$ cat src/rtl/sub_pkg.sv
// Shared definitions for the bit-serial subtractor: FSM states and default width.
package sub_pkg;

  localparam int unsigned SUB_WIDTH = 8;

  typedef enum logic [1:0] {
    IDLE  = 2'd0,
    SHIFT = 2'd1,
    DONE  = 2'd2
  } state_t;

endpackage

$ cat src/rtl/serial_sub_fs_bh.sv
// One-bit full subtractor: d = x - y - bin, bout is the borrow out of the bit.
module fs_bh (
  input  logic x,
  input  logic y,
  input  logic bin,
  output logic d,
  output logic bout
);

  assign d    = x ^ y ^ bin;
  assign bout = (~x & y) | (~x & bin) | (y & bin);

endmodule

$ cat src/rtl/serial_sub.sv
// Bit-serial subtractor: d = a - b - bin, one bit per clock, LSB first.
module serial_sub
  import sub_pkg::*;
#(
  parameter int unsigned WIDTH = SUB_WIDTH
) (
  input  logic             clk,
  input  logic             rst_n,
  input  logic             start,
  input  logic [WIDTH-1:0] a,
  input  logic [WIDTH-1:0] b,
  input  logic             bin,
  output logic [WIDTH-1:0] d,
  output logic             bout,
  output logic             ovf,
  output logic             busy,
  output logic             done
);

  localparam int unsigned CW = $clog2(WIDTH + 1);

  state_t           state, state_nx;
  logic [WIDTH-1:0] a_r, b_r, d_r;
  logic [CW-1:0]    cnt;
  logic             br;
  logic             a_msb, b_msb;
  logic             bit_d, bit_b;

  fs_bh u_fs (
    .x    (a_r[0]),
    .y    (b_r[0]),
    .bin  (br),
    .d    (bit_d),
    .bout (bit_b)
  );

  always_ff @(posedge clk or negedge rst_n) begin
    if (!rst_n) begin
      state <= IDLE;
      a_r   <= '0;
      b_r   <= '0;
      d_r   <= '0;
      cnt   <= '0;
      br    <= 1'b0;
      a_msb <= 1'b0;
      b_msb <= 1'b0;
    end else begin
      state <= state_nx;
      case (state)
        IDLE: begin
          if (start) begin
            a_r   <= a;
            b_r   <= b;
            br    <= bin;
            cnt   <= '0;
            a_msb <= a[WIDTH-1];
            b_msb <= b[WIDTH-1];
          end
        end
        SHIFT: begin
          d_r <= {bit_d, d_r[WIDTH-1:1]};
          a_r <= a_r >> 1;
          b_r <= b_r >> 1;
          br  <= bit_b;
          cnt <= cnt + CW'(1);
        end
        default: ;
      endcase
    end
  end

  always_comb begin
    state_nx = state;
    busy     = 1'b0;
    done     = 1'b0;
    case (state)
      IDLE: begin
        if (start) state_nx = SHIFT;
      end
      SHIFT: begin
        busy = 1'b1;
        if (cnt == CW'(WIDTH - 1)) state_nx = DONE;
      end
      DONE: begin
        busy     = 1'b1;
        done     = 1'b1;
        state_nx = IDLE;
      end
      default: state_nx = IDLE;
    endcase
  end

  // The final borrow register is the borrow-out; the captured sign bits keep
  // ovf stable after the operand registers have been shifted out.
  assign d    = d_r;
  assign bout = br;
  assign ovf  = (a_msb != b_msb) && (d_r[WIDTH-1] != a_msb);

endmodule
$ cat config.mk
export PLATFORM = sky130hd
export DESIGN_NAME = serial_sub
export DESIGN_NICKNAME = d
export VERILOG_FILES = /design/src/rtl/sub_pkg.sv /design/src/rtl/serial_sub_fs_bh.sv /design/src/rtl/serial_sub.sv
export SDC_FILE = /design/constraint.sdc
export NUM_CORES = 1
export LEC_CHECK = 0
export CAP_MARGIN = 0
export CORE_MARGIN = 2
export CORE_UTILIZATION = 40
export DETAILED_ROUTE_END_ITERATION = 8
export PLACE_DENSITY_LB_ADDON = 0.3
export SETUP_SLACK_MARGIN = 0.4
export SLEW_MARGIN = 10
export SYNTH_ARGS = -nofsm -noshare
export SYNTH_HDL_FRONTEND = slang
export SYNTH_SLANG_ARGS = --single-unit
$ cat constraint.sdc
create_clock -name clk -period 1.4 [get_ports clk]
set_input_delay 0.28 -clock clk [delete_from_list [all_inputs] [get_ports clk]]
set_output_delay 0.28 -clock clk [all_outputs]
set_load 0.005 [all_outputs]
==> results of run 1 <==
[metrics by stage]
stage / cells / TNS, ns
floorplan: 138 / 0
CTS: 241 / 0
detailed placement: 224 / -4.29
global placement: 224 / -3.65
global route: 248 / -1.70
finish: 248 / -0.235
[cell type report]
class | instances | area [sq um]
Clock buffer | 6 | 72.6
Fill cell | 303 | 1300
Multi-Input combinational cell | 95 | 822
Tap cell | 48 | 60.1
Sequential cell | 33 | 826
Timing Repair Buffer | 61 | 617
Clock inverter | 2 | 10.0
Inverter | 3 | 11.3
[metal layers]
layer  share of wire [%]  wire (microns)  vias to the layer above  global-route usage (%)
met5                   0               0                        -                       0
met4                 1.5              54                        0                    7.65
met3                 3.7             130                        6                    5.57
met2                  50            1760                       20                    27.4
met1                  45            1560                      602                    20.2
li1                    -               -                      605                       -
[cell families (layout without fill, tap and decap cells)]
logic type	after synthesis	count (layout)	share of synthesized area, %
and+or+nand+nor	36	36	11.3
DFF	33	33	52.4
AOI/OAI and AO/OA	27	27	9.44
muxes	26	26	17.5
buffers and inverters	10	72	4.13
adders and majority gates	6	6	5.24
[final timing paths]
path | slack [ns] | cells past startpoint | endpoint | startpoint
max in group asynchronous | 0.86 | 2 | b_r[6] | rst_n
min reg2reg | 0.50 | 2 | b_r[4] | b_r[4]
min in group clk | 0.50 | 2 | b_r[4] | b_r[4]
max reg2reg | -0.03 | 7 | b_r[0] | state[1]
min | 0.37 | 2 | d[4] | rst_n
max | -0.03 | 7 | b_r[0] | state[1]
[synthesized netlist by cell type (all sizes together), types with 2 or more instances]
library cell	count
mux2	10
nand2	21
a21oi	3
nand3	3
ha	5
nand2b	5
inv	3
nand3b	2
nor2b	2
o21ai	20
mux2i	16
buf	7
nor2	2
dfrtp	33
[power by group through the flow]
| stage | clock [W] | combinational (W) | sequential (W) |
|---|---|---|---|
| final | 0.000685 | 0.00326 | 0.00172 |
| after global routing | 0.000765 | 0.00353 | 0.00178 |
| after CTS | 0.000709 | 0.00249 | 0.00167 |
| after detailed placement | 0 | 0.00235 | 0.00172 |
| after global placement | 0 | 0.00226 | 0.00169 |
| after floorplan | 0 | 0.00149 | 0.00168 |
[repair_timing]
action / in CTS / in global routing
gates cloned: 0 / 4
endpoints found under the hold margin: 0 / 0
setup buffers: 9 / 3
gates resized for setup: 57 / 41
pin swaps: 4 / 6
endpoints found under the setup margin: 45 / 45
[placed cells by master, fill, tap and decap left out, drive strengths merged, types with 3 or more instances in the layout]
master          n
mux2           10
clkdlybuf4s50  19
ha              5
nand2b          5
o21ai          20
clkbuf          9
inv             3
nand3           3
dfrtp          33
a21oi           3
buf            39
nand2          21
mux2i          16
[registers in the layout (all words and copies together), names as in the netlist]
| signal | flops |
|---|---|
| a_msb | 1 |
| a_r | 8 |
| b_msb | 1 |
| b_r | 8 |
| bout | 1 |
| cnt | 4 |
| d | 8 |
| state | 2 |
==> qor.csv, run 1 <==
stage,metric,value,unit
floorplan,Initial Utilization,42.4,%
timing,Hold Slack,0.375,ns
detailed_routing,Vias,1233,
timing,Max Freq,698,MHz
logic_synthesis,biggest area consumer among synthesized cells,dfrtp_1,
floorplan,die width,66.8,microns
timing,final worst-path setup slack,-0.0336,ns
global_routing,gr ovfl total,0,
floorplan,die area,4460,sq um
logic_synthesis,Post-synth top flop,dfrtp_1,
floorplan,# rows,22,
logic_synthesis,sequential share of the synthesized area,52.4,%
floorplan,I/O Pins,32,
logic_synthesis,Post-Syn Nets,164,
worst_setup_path,Top delay family on crit path,buffers and inverters,
clock_tree,CTS Buf Count,5,
worst_setup_path,crit end category,register,
detailed_routing,Initial DRC Count,47,
logic_synthesis,Post-Syn Instances,138,
worst_setup_path,Worst EP arrival,1.65,ns
place,PortBufs,31,
logic_synthesis,Syn Area/Cell,11.4,sq um
detailed_routing,Routed WL per cell,14.1,microns
finish,area grow syn2layout,53.4,%
pwr,Int Pwr,0.00366,W
place,Routability Congestion,0.878,
logic_synthesis,Post-synth EDFFs,0,
pwr,Final Power,0.00567,W
global_routing,vias in the first global route,1197,
timing,period utilization,102,%
worst_setup_path,worst-path cell chain,inv_2 -> ha_4 -> mux2i_4 -> buf_12 -> clkbuf_16 -> nand2_2 -> o21ai_2,
pwr,register share of total power,30.4,%
finish,Final Core Density,65.1,%
timing,Tightest Pin Transition,0.324,ns
pwr,Net Sw Power,0.00201,W
worst_setup_path,Crit path buffers/inverters,3,
clock_tree,CTS Buffer Depth,2,
place,detailed placement HPWL,2.21,mm
timing,Final setup viols,15,
timing,Slew HR,78.3,%
logic_synthesis,Async SR Flop Fraction,100,%
floorplan,Die Y,66.8,microns
clock_tree,Clock Latency Late Sink,0.28,ns
finish,layout cells sized above 1,46.0,%
run_status,failing checks,setup timing,
timing,clock skew,0.00338,ns
global_routing,initial antenna violation count,0,
timing,Final Max Slew Viols,0,
clock_tree,# H-tree levels,2,
finish,Final Cell Area,2420,sq um
global_routing,largest net degree at the start of global routing,34,
min_path,class of the worst hold path,in2async,
detailed_routing,antenna-violating nets left,0,
pwr,peak supply drop,1.73,mV
logic_synthesis,"top cells by area, synth","dfrtp_1 (52%), mux2i_1 (9.5%), mux2_2 (7.1%)",
worst_setup_path,critical path type,reg2reg,
detailed_routing,final wirelength,3.50,mm
clock_tree,Sink Count,33,
worst_setup_path,Worst path slowest cell,dfrtp_1,
detailed_routing,drt drc,0,
clock_tree,Clock Tree Root,clkbuf_8,
pwr,leakage power,1.08,nW
worst_setup_path,"slowest stage delay, CP",0.39,ns
clock_tree,CTS Hold Buffers Added,0,
logic_synthesis,Synth Cell Area,1580,sq um
finish,Layout Nets,225,
timing,final hold vios,0,
pwr,power density over the cells,2340,nW/um^2
worst_setup_path,Worst Path Required,1.61,ns
worst_setup_path,"critical path fanouts, max",7,
pwr,combinational share of power,57.5,%
logic_synthesis,Yosys cell types,24,
pwr,clock network fraction of total power,12.1,%
logic_synthesis,Yosys top cell area share,52.4,%
place,"Cell Area, Placed",2060,sq um
worst_setup_path,CP startpoint kind,register,
timing,Final min period,1.43,ns
job,max-cap check violation count,0,
run_status,outcome,finished with violations,
finish,# diodes,0,
clock_tree,clock-pin slew on the worst setup and hold paths,0.07,ns
logic_synthesis,Ys Warns,0,
detailed_routing,DRT Pass-1 Iters,4,
logic_synthesis,#FFs+latches synth,33,
timing,RSZ-0062 raised after global routing,true,
global_routing,Total GRT Usage,16.8,%
global_routing,first-pass GRT wire length,5.41,mm
detailed_routing,DR vias/cell,4.97,
place,pre-CTS WS,-0.223,ns
floorplan,Core Footprint,3720,sq um
clock_tree,CTS tree,done,
pwr,Sw Ratio,35.4,%
No activity file was read; power rests on OpenSTA's default activity.
==> inputs of run 2 (changes only) <==
--- a/config.mk
+++ b/config.mk
@@ -9,6 +9,7 @@
 export CORE_MARGIN = 2
 export CORE_UTILIZATION = 40
 export DETAILED_ROUTE_END_ITERATION = 8
+export GPL_TIMING_DRIVEN = 0
 export PLACE_DENSITY_LB_ADDON = 0.3
 export SETUP_SLACK_MARGIN = 0.4
 export SLEW_MARGIN = 10
==> run 2 against run 1 <==
The run still ends with setup timing left. Sequential share of layout area increased by 0.089 points. Die area unchanged. Hold slack worse by 0.32 ns. Critical path depth stayed put. Wire length grew 13%. Flip-flop and latch count unchanged. First-iteration DRC count up 30%. Count of clock-buffer cells in the layout unchanged. Worst setup slack got worse by 0.11 ns. Critical endpoint is now cnt[1].
==> qor.csv, run 2 (same netlist as run 1, synthesis figures left out) <==
stage,metric,value,unit
run_status,outcome,finished with violations,
run_status,failing checks,setup timing,
detailed_routing,Initial DRC Count,61,
global_routing,Total GRT Usage,19.4,%
clock_tree,Clock Tree Root,clkbuf_8,
clock_tree,CTS Hold Buffers Added,0,
clock_tree,CTS Buffer Depth,2,
timing,period utilization,111,%
timing,final worst-path setup slack,-0.148,ns
finish,Layout Nets,230,
worst_setup_path,CP startpoint kind,register,
finish,Final Cell Area,2410,sq um
finish,area grow syn2layout,53.0,%
place,Routability Congestion,0.780,
detailed_routing,drt drc,0,
detailed_routing,DR vias/cell,5.13,
timing,Final min period,1.55,ns
clock_tree,Sink Count,33,
worst_setup_path,"critical path fanouts, max",3,
place,pre-CTS WS,-0.267,ns
place,detailed placement HPWL,2.29,mm
worst_setup_path,WP depth,7,
worst_setup_path,Critical R2R Capture,cnt[1],
clock_tree,# H-tree levels,2,
worst_setup_path,worst-path cell chain,inv_2 -> buf_6 -> ha_4 -> mux2i_4 -> buf_6 -> buf_6 -> a32o_1,
floorplan,Die Y,66.8,microns
timing,Tightest Pin Transition,0.740,ns
job,max-cap check violation count,0,
worst_setup_path,"Top cell by count, worst path",buf_6,
timing,RSZ-0062 raised after global routing,true,
global_routing,largest net degree at the start of global routing,34,
worst_setup_path,flop2flop setup slack,-0.15,ns
finish,layout cells sized above 1,44.4,%
timing,final hold vios,0,
timing,Final setup viols,33,
pwr,leakage power,1.09,nW
finish,# diodes,0,
timing,Final Max Slew Viols,0,
floorplan,die width,66.8,microns
worst_setup_path,Critical Path Sink,cnt[1],
detailed_routing,final wirelength,3.95,mm
floorplan,Core Footprint,3720,sq um
clock_tree,Clock Latency Late Sink,0.29,ns
detailed_routing,Routed WL per cell,15.6,microns
global_routing,initial antenna violation count,0,
min_path,class of the worst hold path,in2async,
worst_setup_path,Crit path buffers/inverters,4,
global_routing,gr ovfl total,0,
clock_tree,CTS tree,done,
global_routing,vias in the first global route,1361,
worst_setup_path,"slowest stage delay, CP",0.41,ns
worst_setup_path,R2R depth,7,
worst_setup_path,critical path type,reg2reg,
finish,fill count,309,
floorplan,# rows,22,
worst_setup_path,FF-to-FF Start,state[0],
clock_tree,CTS Buf Count,5,
finish,"commonest non-fill, non-tap cell in the layout",dfrtp_1,
detailed_routing,antenna-violating nets left,0,
worst_setup_path,Top delay family on crit path,buffers and inverters,
worst_setup_path,Worst EP arrival,1.72,ns
global_routing,first-pass GRT wire length,6.30,mm
timing,Slew HR,50.6,%
worst_setup_path,crit end category,register,
worst_setup_path,Worst Path Required,1.57,ns
worst_setup_path,Worst path slowest cell,dfrtp_1,
place,PortBufs,31,
detailed_routing,DRT Pass-1 Iters,4,
floorplan,Initial Utilization,42.4,%
floorplan,I/O Pins,32,
clock_tree,clock-pin slew on the worst setup and hold paths,0.07,ns
floorplan,die area,4460,sq um
pwr,power density over the cells,2400,nW/um^2
timing,clock skew,0.00632,ns
timing,Max Freq,646,MHz
finish,most frequent cells in the layout,"dfrtp_1 (33), buf_6 (19), clkdlybuf4s50_1 (18), buf_4 (16)",
pwr,peak supply drop,1.44,mV
worst_setup_path,CP startpoint,state[0],
place,"Cell Area, Placed",1980,sq um
detailed_routing,Vias,1298,
## run 2: cell count changes in the layout (fill, tap and decap cells not counted), sizes merged
cell           delta
buf               +9
clkbuf            -3
clkdlybuf4s50     -1
## run 2: area by class of cell
| cell class | instances | area (sq um) | area share, % |
|---|---|---|---|
| well taps | 48 | 60.1 | 2.49 |
| clock inverters | 2 | 10.0 | 0.415 |
| plain buffers | 7 | 87.6 | 3.63 |
| repair buffers | 59 | 517 | 21.4 |
| multi-input cells | 95 | 823 | 34.1 |
| inverters | 3 | 16.3 | 0.674 |
| flip-flops and latches | 33 | 826 | 34.2 |
| clock buffers | 6 | 72.6 | 3.01 |
## run 2: worst reg2reg max path, cell delays in order, from the launching register on
cell and delay [ns]:
dfrtp_1 0.41, inv_2 0.06, buf_6 0.12, ha_4 0.17, mux2i_4 0.20, buf_6 0.15, buf_6 0.11, a32o_1 0.20
## run 2: report_power, final
part,switching [W],internal [W]
sequential,0.000333,0.00141
combinational,0.00138,0.00195
clock,0.000358,0.000344
## run 2: timing repair
| action | CTS | global route |
|---|---|---|
| endpoints found under the hold margin | 0 | 0 |
| pin swaps | 2 | 8 |
| endpoints found under the setup margin | 45 | 45 |
| resized for setup | 69 | 40 |
| buffers inserted | 18 | 7 |
| gates cloned | 3 | 0 |
## run 2: worst min-delay path by stage
stage                      start  endpoint  slack [ns]  cells past startpoint
after floorplan            rst_n     a_msb       -0.02                      0
after global placement    b_r[2]    b_r[2]        0.46                      2
after detailed placement   rst_n      d[6]        0.39                      1
after CTS                  rst_n      d[7]        0.07                      1
after global routing       rst_n      d[7]        0.11                      1
final                      rst_n      d[0]        0.05                      1
## run 2: metrics by stage
| step | hold WS (ns) | total power, W | setup TNS, ns | util (%) | std cells |
|---|---|---|---|---|---|
| finish | 0.0512 | 0.00578 | -2.81 | 64.9 | 253 |
| global route | 0.111 | 0.00616 | -4.33 | 64.9 | 253 |
| CTS | 0.0724 | 0.00515 | -2.29 | 60.3 | 246 |
| detailed placement | 0.386 | 0.00396 | -5.05 | 53.3 | 217 |
| global placement | 0.462 | 0.00386 | -22.34 | 53.4 | 217 |
| floorplan | -0.0156 | 0.00317 | 0 | - | 138 |
## run 2: per-layer routing
metal	global-route usage (%)	share of wire, %
met5	0	0
met4	11.5	2.4
met3	3.72	4.1
met2	31.5	50
met1	23.8	43
==> inputs of run 3 (changes only) <==
--- a/config.mk
+++ b/config.mk
@@ -10,9 +10,8 @@
 export CORE_UTILIZATION = 40
 export DETAILED_ROUTE_END_ITERATION = 8
 export GPL_TIMING_DRIVEN = 0
-export PLACE_DENSITY_LB_ADDON = 0.3
+export PLACE_DENSITY = 0.67
 export SETUP_SLACK_MARGIN = 0.4
-export SLEW_MARGIN = 10
 export SYNTH_ARGS = -nofsm -noshare
 export SYNTH_HDL_FRONTEND = slang
 export SYNTH_SLANG_ARGS = --single-unit
==> run 3 against run 2 <==
The flow still finishes with violations (setup timing). Critical path type unchanged. Via count decreased by 3.2%. First-iteration DRC count decreased by 16%. Clock skew increased by 0.0012 ns. Critical path depth is 1 higher. Global-route usage shrank 0.62 points. Sequential power about the same. Critical endpoint is now a_r[0]. Fmax increased by 4.7%. Register-to-register slack gained 0.07 ns. Count of clock-buffer cells in the layout is 1 higher. Worst setup slack better by 0.070 ns.
==> qor.csv, run 3 (same netlist as run 1, synthesis figures left out) <==
stage,metric,value,unit
timing,Slew HR,51.3,%
pwr,Int Pwr,0.00412,W
global_routing,met1 usage,22.4,%
finish,Final Cell Area,2540,sq um
pwr,Sw Ratio,34.2,%
floorplan,die area,4460,sq um
global_routing,largest net degree at the start of global routing,34,
finish,Layout Nets,234,
pwr,Net Sw Power,0.00214,W
detailed_routing,final wirelength,3.73,mm
clock_tree,Clock Tree Root,clkbuf_8,
place,Routability Congestion,0.708,
worst_setup_path,Worst EP arrival,1.68,ns
detailed_routing,drt drc,0,
place,"Cell Area, Placed",1980,sq um
detailed_routing,Vias,1257,
pwr,clock network fraction of total power,14.7,%
clock_tree,# H-tree levels,2,
timing,final hold vios,0,
floorplan,Die Y,66.8,microns
min_path,class of the worst hold path,in2async,
detailed_routing,DRT Pass-1 Iters,4,
finish,layout cells sized above 1,50.2,%
worst_setup_path,CP startpoint kind,register,
clock_tree,CTS tree,done,
clock_tree,Clock Latency Late Sink,0.28,ns
timing,Sum Neg Setup Slack,-1.24,ns
floorplan,die width,66.8,microns
detailed_routing,DR vias/cell,4.89,
timing,Tightest Pin Transition,0.730,ns
finish,# diodes,0,
detailed_routing,Initial DRC Count,51,
worst_setup_path,critical path type,reg2reg,
global_routing,first-pass GRT wire length,6.20,mm
global_routing,met2 Use GR,32.8,%
run_status,outcome,finished with violations,
pwr,leakage power,1.14,nW
place,pre-CTS WS,-0.289,ns
clock_tree,Sink Count,33,
worst_setup_path,crit end category,register,
clock_tree,CTS Buf Count,5,
timing,RSZ-0062 raised after global routing,true,
finish,most frequent cells in the layout,"dfrtp_1 (33), buf_6 (20), clkdlybuf4s50_1 (17), buf_4 (17), mux2i_1 (13)",
global_routing,gr ovfl total,0,
detailed_routing,antenna-violating nets left,0,
worst_setup_path,Worst Path Required,1.61,ns
detailed_routing,Routed WL per cell,14.5,microns
global_routing,vias in the first global route,1322,
floorplan,Core Footprint,3720,sq um
floorplan,Initial Utilization,42.4,%
global_routing,GRT busiest layer,met2,
timing,clock skew,0.00748,ns
global_routing,met3 Track Usage GR,5.41,%
job,max-cap check violation count,0,
timing,Final setup viols,25,
clock_tree,CTS Buffer Depth,2,
global_routing,Total GRT Usage,18.8,%
pwr,Final Power,0.00626,W
run_status,failing checks,setup timing,
floorplan,I/O Pins,32,
pwr,register share of total power,27.5,%
global_routing,initial antenna violation count,0,
timing,period utilization,106,%
timing,final worst-path setup slack,-0.0781,ns
pwr,peak supply drop,1.34,mV
place,PortBufs,31,
finish,area grow syn2layout,61.0,%
pwr,combinational share of power,57.7,%
finish,"commonest non-fill, non-tap cell in the layout",dfrtp_1,
place,detailed placement HPWL,2.19,mm
clock_tree,clock-pin slew on the worst setup and hold paths,0.07,ns
worst_setup_path,"critical path fanouts, max",6,
timing,Final Max Slew Viols,0,
pwr,power density over the cells,2470,nW/um^2
clock_tree,CTS Hold Buffers Added,0,
timing,Max Freq,677,MHz
timing,Final min period,1.48,ns
finish,fill count,292,
floorplan,# rows,22,
## run 3: worst max-delay path, cell delays in order, from the launching register on
cell,delay (ns)
dfrtp_1,0.40
buf_6,0.13
ha_4,0.15
buf_8,0.13
mux2i_4,0.17
buf_6,0.17
buf_8,0.12
nand2_1,0.04
o21ai_1,0.08
## run 3: per-layer routing
metal  part of all wire [%]  routed length, microns
met1                     43                    1610
met2                     50                    1860
met3                    5.9                     219
met4                    1.2                      44
met5                      0                       0
## run 3: layout make-up
| class | count | area (sq um) | share of cell area (%) |
|---|---|---|---|
| plain buffers | 7 | 95.1 | 3.75 |
| clock buffers | 7 | 86.3 | 3.40 |
| clock inverters | 1 | 30.0 | 1.18 |
| inverters | 3 | 11.3 | 0.444 |
| multi-input cells | 95 | 860 | 33.9 |
| flip-flops and latches | 33 | 826 | 32.5 |
| well taps | 48 | 60.1 | 2.37 |
| repair buffers | 63 | 569 | 22.4 |
## run 3: stage by stage
stage	instances	util (%)	hold WS, ns
2_1_floorplan	138	-	-0.0156
3_3_place_gp	217	53.4	0.465
3_5_place_dp	217	53.3	0.377
4_1_cts	248	64.8	0.0713
5_1_grt	257	68.3	0.106
6_report	257	68.3	0.0492
## run 3: path summary, 6_finish.rpt
path	startpoint	end	slack (ns)	cells past startpoint
max	state[0]	a_r[0]	-0.08	8
min	rst_n	a_r[3]	0.05	1
max reg2reg	state[0]	a_r[0]	-0.08	8
min reg2reg	b_r[5]	b_r[5]	0.49	2
max in group asynchronous	rst_n	d[0]	0.88	1
min in group clk	b_r[5]	b_r[5]	0.49	2
## run 3: repair_timing
item                                    in CTS  in global routing
cloned                                       4                  0
resized for setup                          101                 22
setup buffers                               19                  9
endpoints found under the setup margin      45                 45
pin swaps                                   21                  9
## run 3: power by group through the flow
stage | logic, W | registers [W] | clock network [W]
global route | 0.00391 | 0.00177 | 0.000987
floorplan | 0.00149 | 0.00168 | 0
detailed placement | 0.00223 | 0.00174 | 0
CTS | 0.00327 | 0.00169 | 0.000942
finish | 0.00361 | 0.00172 | 0.000920
global placement | 0.00216 | 0.00170 | 0
